<file path="src/rtl/dmem_arbiter.sv">
// Shares one 128-bit-line data memory between I-cache fills and D-cache fills/stores; ARB_ROUND_ROBIN_EN selects round-robin tie-break.
// Latency: ACK MEM_LATENCY+2 cycles after the request is sampled in IDLE; MEM_CSN low for exactly one cycle per access.
// Backpressure: requesters hold REQ until ACK; the losing requester waits and is granted in the next IDLE cycle.
module dmem_arbiter #(
    parameter int MEM_LATENCY = 6
) (
    input  logic         CLK,
    input  logic         RSTn,
    input  logic         I_REQ,
    input  logic [9:0]   I_ADDR,
    output logic [127:0] I_RDATA,
    output logic         I_ACK,
    input  logic         D_REQ,
    input  logic         D_WE,
    input  logic [9:0]   D_ADDR,
    input  logic [127:0] D_WDATA,
    output logic [127:0] D_RDATA,
    output logic         D_ACK,
    output logic         MEM_CSN,
    output logic         MEM_WEN,
    output logic [9:0]   MEM_ADDR,
    output logic [127:0] MEM_DOUT,
    input  logic [127:0] MEM_DI,
    output logic         BUSY,
    output logic         OWNER
);

    typedef enum logic [1:0] {IDLE, ISSUE, WAIT, DONE} state_t;

    localparam logic [3:0] CNT_LOAD = 4'(MEM_LATENCY - 1);

    state_t     state;
    logic [3:0] cnt;
    logic       we_lat;
    logic       d_win;

`ifdef ARB_ROUND_ROBIN_EN
    // Records only the winner of the last tie, so an uncontested grant never shifts the balance.
    logic rr_last;
    assign d_win = D_REQ && (!I_REQ || !rr_last);
`else
    assign d_win = D_REQ;
`endif

    always_ff @(posedge CLK) begin
        if (!RSTn) begin
            state    <= IDLE;
            cnt      <= 4'd0;
            we_lat   <= 1'b0;
            MEM_CSN  <= 1'b1;
            MEM_WEN  <= 1'b1;
            MEM_ADDR <= '0;
            MEM_DOUT <= '0;
            I_RDATA  <= '0;
            D_RDATA  <= '0;
            I_ACK    <= 1'b0;
            D_ACK    <= 1'b0;
            BUSY     <= 1'b0;
            OWNER    <= 1'b0;
`ifdef ARB_ROUND_ROBIN_EN
            rr_last  <= 1'b0;
`endif
        end else begin
            case (state)
                IDLE: begin
                    if (I_REQ || D_REQ) begin
                        state   <= ISSUE;
                        BUSY    <= 1'b1;
                        MEM_CSN <= 1'b0;
                        OWNER   <= d_win;
                        if (d_win) begin
                            MEM_ADDR <= D_ADDR;
                            MEM_DOUT <= D_WDATA;
                            we_lat   <= D_WE;
                            MEM_WEN  <= !D_WE;
                        end else begin
                            MEM_ADDR <= I_ADDR;
                            we_lat   <= 1'b0;
                            MEM_WEN  <= 1'b1;
                        end
`ifdef ARB_ROUND_ROBIN_EN
                        if (I_REQ && D_REQ) begin
                            rr_last <= d_win;
                        end
`endif
                    end
                end
                ISSUE: begin
                    MEM_CSN <= 1'b1;
                    MEM_WEN <= 1'b1;
                    cnt     <= CNT_LOAD;
                    state   <= WAIT;
                end
                WAIT: begin
                    if (cnt == 4'd0) begin
                        state <= DONE;
                        if (OWNER) begin
                            D_ACK <= 1'b1;
                            if (!we_lat) begin
                                D_RDATA <= MEM_DI;
                            end
                        end else begin
                            I_ACK   <= 1'b1;
                            I_RDATA <= MEM_DI;
                        end
                    end else begin
                        cnt <= cnt - 4'd1;
                    end
                end
                DONE: begin
                    I_ACK <= 1'b0;
                    D_ACK <= 1'b0;
                    BUSY  <= 1'b0;
                    state <= IDLE;
                end
                default: state <= IDLE;
            endcase
        end
    end

endmodule

</file>
<file path="config.mk">
export PLATFORM = sky130hd
export DESIGN_NAME = dmem_arbiter
export DESIGN_NICKNAME = d
export VERILOG_FILES = /design/src/rtl/dmem_arbiter.sv
export SDC_FILE = /design/constraint.sdc
export NUM_CORES = 1
export LEC_CHECK = 0
export ABC_AREA = 1
export ABC_CLOCK_PERIOD_IN_PS = 1600
export CAP_MARGIN = 25
export CORE_AREA = 4 4 266 268
export CTS_CLUSTER_SIZE = 16
export DETAILED_ROUTE_END_ITERATION = 8
export DIE_AREA = 0 0 270 272
export GPL_ROUTABILITY_DRIVEN = 0
export SLEW_MARGIN = 25
export SYNTH_ARGS = -nofsm -noshare
export SYNTH_HDL_FRONTEND = slang
export SYNTH_SLANG_ARGS = --single-unit
</file>
<file path="constraint.sdc">
create_clock -name CLK -period 1.6 [get_ports CLK]
set_input_delay 0.32 -clock CLK [delete_from_list [all_inputs] [get_ports CLK]]
set_output_delay 0.32 -clock CLK [all_outputs]
set_load 0.005 [all_outputs]
</file>
Yosys cells after proc, flatten, opt, wreduce, memory -nomap -nowiden
Index checks and enable logic that the tools add are counted.
{"block": "word_totals", "register_bits": 407, "in_bits": 281, "out_inout_bits": 400}
{"block": "classes", "add_sub_neg": 1, "n_eq_ne": 8, "n_mux": 20, "bitwise_logic": 2, "n_reduce_logical": 18}
{"op": "$reduce_and 3->1", "n": 4}
{"op": "$mux 10", "n": 1}
{"op": "$ne 2x2->1 const B", "n": 5}
{"op": "$pmux 1 s2", "n": 5}
{"op": "$reduce_and 2->1", "n": 5}
{"op": "$mux 1", "n": 9}
{"op": "$pmux 2 s4", "n": 1}
{"op": "$pmux 4 s2", "n": 1}
{"op": "$reduce_bool 2->1", "n": 4}
{"op": "$eq 2x2->1 const B", "n": 2}
{"op": "$logic_not 4->1", "n": 1}
{"op": "$mux 2", "n": 2}
{"op": "$mux 4", "n": 1}
{"op": "$reduce_and 4->1", "n": 1}
{"op": "$sub 4x1->4 const B", "n": 1}
{"op": "$eq 2x1->1 const B", "n": 1}
{"op": "$logic_not 2->1", "n": 1}
{"op": "$not 1->1", "n": 2}
{"op": "$logic_not 1->1", "n": 1}
{"op": "$logic_or 1x1->1", "n": 1}

Logic depth before layout (Yosys ltp)
{"block": "logic_depth", "depth_word": 4, "mapped_depth": 9}

Least setup slack after synthesis
OpenSTA, ideal clock, no wires.
{"block": "synth_timing", "kind": "register to register", "startpoint": "register state[0]", "endpoint": "register D_RDATA[124]", "t_arrival_ps": 1433, "required_ps": 1535, "path_slack_ps": 102, "stages_incl_launch_ff": 9, "path_buffers": 3, "period_less_slack_ps": 1498, "cell_sequence": "dfxtp_1 -> inv_1 -> ha_1 -> buf_2 -> nand3_4 -> buf_4 -> clkbuf_1 -> nor3_1 -> nor2_1"}
{"block": "synth_between", "elab_chain_cells": 2}
{"element": "start: declaration", "line": "32", "source": "state_t state;"}
{"element": "start signal: assignment", "line": "47", "source": "state <= IDLE;"}
{"element": "start signal: assignment", "line": "67", "source": "state <= ISSUE;"}
{"element": "start signal: assignment", "line": "92", "source": "state <= WAIT;"}
{"element": "$eq 2x2->1", "line": "64", "source": "case (state)"}
{"element": "$reduce_and 4->1 (no source line)"}
{"element": "end signal: assignment", "line": "55", "source": "D_RDATA <= '0;"}
{"element": "end signal: assignment", "line": "100", "source": "D_RDATA <= MEM_DI;"}
{"element": "end: declaration", "line": "17", "source": "output logic [127:0] D_RDATA,"}
No other way between the ends.
A chain may end at the register's enable or synchronous reset.

Worst setup path after layout
{"block": "layout_timing", "startpoint": "register state[0]", "endpoint": "register I_RDATA[33]"}
{"block": "layout_between", "elab_chain_cells": 2}
{"element": "$eq 2x2->1", "line": "64"}
{"element": "$reduce_and 3->1 (no source line)"}
{"element": "end signal: assignment", "line": "54", "source": "I_RDATA <= '0;"}
{"element": "end signal: assignment", "line": "104", "source": "I_RDATA <= MEM_DI;"}
{"element": "end: declaration", "line": "11", "source": "output logic [127:0] I_RDATA,"}
No other way between the ends.

==> results.tsv <==
metric	value	unit
status	finished, violations left	
violations	setup timing	
grtUsageTotal	17.8	%
synth_nets	2137	
vias_per_cell	4.40	
cp_cell_sequence	inv_2, ha_4, nand3_4, buf_6, nor2_4, buf_6, buf_12, buf_8, clkbuf_16, o21ai_1, nor2_1	
crit_path_end_kind	flop	
postPlaceCellArea	0.0232	mm2
power_density	1480	mW/mm2
syn2layout_area_growth	83.9	%
setup_violations	68	
ctsRootBufferMaster	clkbuf_16	
final_area	0.0266	mm2
peakVddDrop	793	uV
io_buffer_count	680	
required	2.13	ns
worst_skew_pair.late_latency	0.60	ns
crit_buf_inv	6	
setup.worst_path.start_class	flop	
fmax	0.597	GHz
fin_skew	0.0286	ns
grt-ovfl-total	0	
syn_area	0.0145	mm2
path_max_fanout	8	
whs	0.357	ns
grt_pass1_wl	101000	um
vias	15600	
criticalPathCategory	flop to flop	
maxCapViolCount	0	
grt_max_degree	60	
syn_inst	1851	
slew_violations	0	
antenna_found_initial	2	
cts_num_sinks	407	
wl	72200	um
ys_ff_latch	407	
yosys.area_share.adder	0.432	%
numCtsBuffers	47	
synth_top_family_by_area	simple AND/OR/NAND/NOR gates	
setup_ws	-0.0737	ns
initial_core_util	21.2	%
crit_arrival	2.20	ns
rows	96	
die_x	270	um
cp_slowest_cell	dfxtp_2	
final_hold_viol_count	0	
cpPeakStageDelay	0.32	ns
route.detailed.drc	0	
synth.distinct_cells	21	
worstHoldPathType	primary input to flop	
synth_compound_area_share	14.3	%
drive_gt1_share	20.7	%
cts_max_level	2	
syn_avg_cell_area	7.82	um2
fin_crit_sh	105	%
synth-seq-area-share	56.3	%
fin_cells	3542	
fin_util	39.0	%
synth_mux_area_share	0	%
synth_xor_area_share	0	%
dp_hpwl	51200	um
power_leakage	11.9	nW
crit_path_frequent_cell	buf_6	
grt_pass1_vias	15400	
worst_slew_pin_slew	0.320	ns
yosys.area_share.simple	23.8	%
nNetsFinal	2911	
clk_pin_slew_worst_paths	0.06	ns
cts_buffer_depth	3	
drtPass1Iterations	5	
core	0.0683	mm2
dp.cells	3404	
period_minus_slack	1.67	ns
path_delay_family	buffers and inverters	
drt_iter0_markers	921	
antenna_cells	0	
die_area	0.0734	mm2
ios	681	
ant_nets	0	
maxSlewHeadroom	78.4	%
die_h	272	um
yosysWarnings	0	
cts_tree	yes	
avgRoutedWirePerCell	20.4	um
total_power	39.4	mW
rsz0062_at_grt	yes	
## worst paths after layout
check / from / endpoint / slack [ns] / depth (start not counted)
min: D_WDATA[110] / MEM_DOUT[110] / 0.36 / 3
min reg2reg: MEM_CSN / MEM_CSN / 0.46 / 2
max: state[0] / I_RDATA[33] / -0.07 / 11
max reg2reg: state[0] / I_RDATA[33] / -0.07 / 11
## cell type report
class                      instances  area, um2
fill                            6962      41700
timing repair buffer             872       9040
sequential                       407       8200
multi-input combinational       1280       6680
clock buffer                      68       1390
tap                              882       1100
clock inverter                    16        160
inverter                          17       66.3
## state kept, by name (all words and copies together) (netlist names)
| signal | count |
|---|---|
| MEM_CSN | 1 |
| MEM_DOUT | 128 |
| BUSY | 1 |
| I_RDATA | 128 |
| D_ACK | 1 |
| state | 2 |
| D_RDATA | 128 |
| MEM_WEN | 1 |
| cnt | 4 |
| MEM_ADDR | 10 |
| we_lat | 1 |
| I_ACK | 1 |
| OWNER | 1 |
## stage by stage
step                setup WS [ns]  setup TNS, ns
floorplan                   0.102              0
global placement           -0.266         -30.02
detailed placement         -0.285         -40.30
CTS                        -0.117          -2.84
global route               -0.146         -16.94
finish                    -0.0737          -1.03
## worst reg2reg max path: stages (launching register included)
cell	delay [ns]
dfxtp_2	0.32
inv_2	0.07
ha_4	0.15
nand3_4	0.09
buf_6	0.14
nor2_4	0.10
buf_6	0.11
buf_12	0.15
buf_8	0.17
clkbuf_16	0.15
o21ai_1	0.06
nor2_1	0.11
## metal layers
layer  GRT usage (%)  up-vias  part of all wire [%]
li1                -     7617                     -
met1            19.9     7290                    39
met2            31.2      556                    49
met3            6.03      108                   8.0
met4            7.29        4                   4.2
met5               0        -                 0.048
## power breakdown
part / leakage, nW / switching (mW) / total [mW] / internal (mW)
combinational: 7.80 / 7.81 / 15.0 / 7.18
clock: 0.757 / 4.60 / 10.8 / 6.22
sequential: 3.33 / 1.23 / 13.6 / 12.4
## synth_stat cells
master	count	share of area, %
a21oi_1	11	0.38
o21ai_1	209	7.2
nor3_1	128	4.4
nor2_1	666	17
clkbuf_4	2	0.10
buf_1	4	0.10
inv_1	17	0.44
clkbuf_1	81	2.1
nand3_1	5	0.17
buf_4	24	1.2
o211ai_1	2	0.10
buf_2	36	1.2
nor2_2	2	0.086
nand3b_1	1	0.052
nand4_1	3	0.13
nor2_4	1	0.078
o21ai_0	190	6.6
nand3_4	1	0.12
nand2_1	56	1.5
ha_1	5	0.43
dfxtp_1	407	56
## cell usage in the layout (no fill, tap or decap), types with 8 or more instances in the layout
cell / Yosys / layout
clkdlybuf4s15_2: 0 / 17
clkdlybuf4s50_1: 0 / 279
clkbuf_2: 0 / 9
dfxtp_2: 0 / 12
inv_1: 17 / 11
nor2_4: 1 / 56
dfxtp_1: 407 / 386
nand2_1: 56 / 51
clkbuf_1: 81 / 9
clkbuf_16: 0 / 62
nor3_2: 0 / 29
dfxtp_4: 0 / 9
a21oi_1: 11 / 10
nor3_1: 128 / 96
buf_12: 0 / 41
clkdlybuf4s15_1: 0 / 30
o21ai_2: 0 / 90
dlygate4sd2_1: 0 / 340
nor2_2: 2 / 37
o21ai_1: 209 / 171
buf_16: 0 / 11
buf_6: 0 / 23
buf_4: 24 / 80
clkbuf_8: 0 / 11
nor2_1: 666 / 576
buf_8: 0 / 25
o21ai_0: 190 / 137
clkinv_2: 0 / 8
## kinds of logic (layout without fill, tap and decap cells)
family          Yosys count  in the layout
simple gates            863            863
compound gates          412            412
flops                   407            407
buf+inv                 164            973
fa+ha+maj                 5              5
## what timing repair did
| action | CTS | global route |
|---|---|---|
| gates cloned | 10 | 17 |
| gates resized for setup | 584 | 367 |
| hold buffers | 1 | 0 |
| hold endpoints to repair | 1 | 0 |
| setup buffers | 27 | 11 |
| setup endpoints to repair | 721 | 338 |
| pin swaps | 10 | 89 |
(Power assumes the default switching activity.)
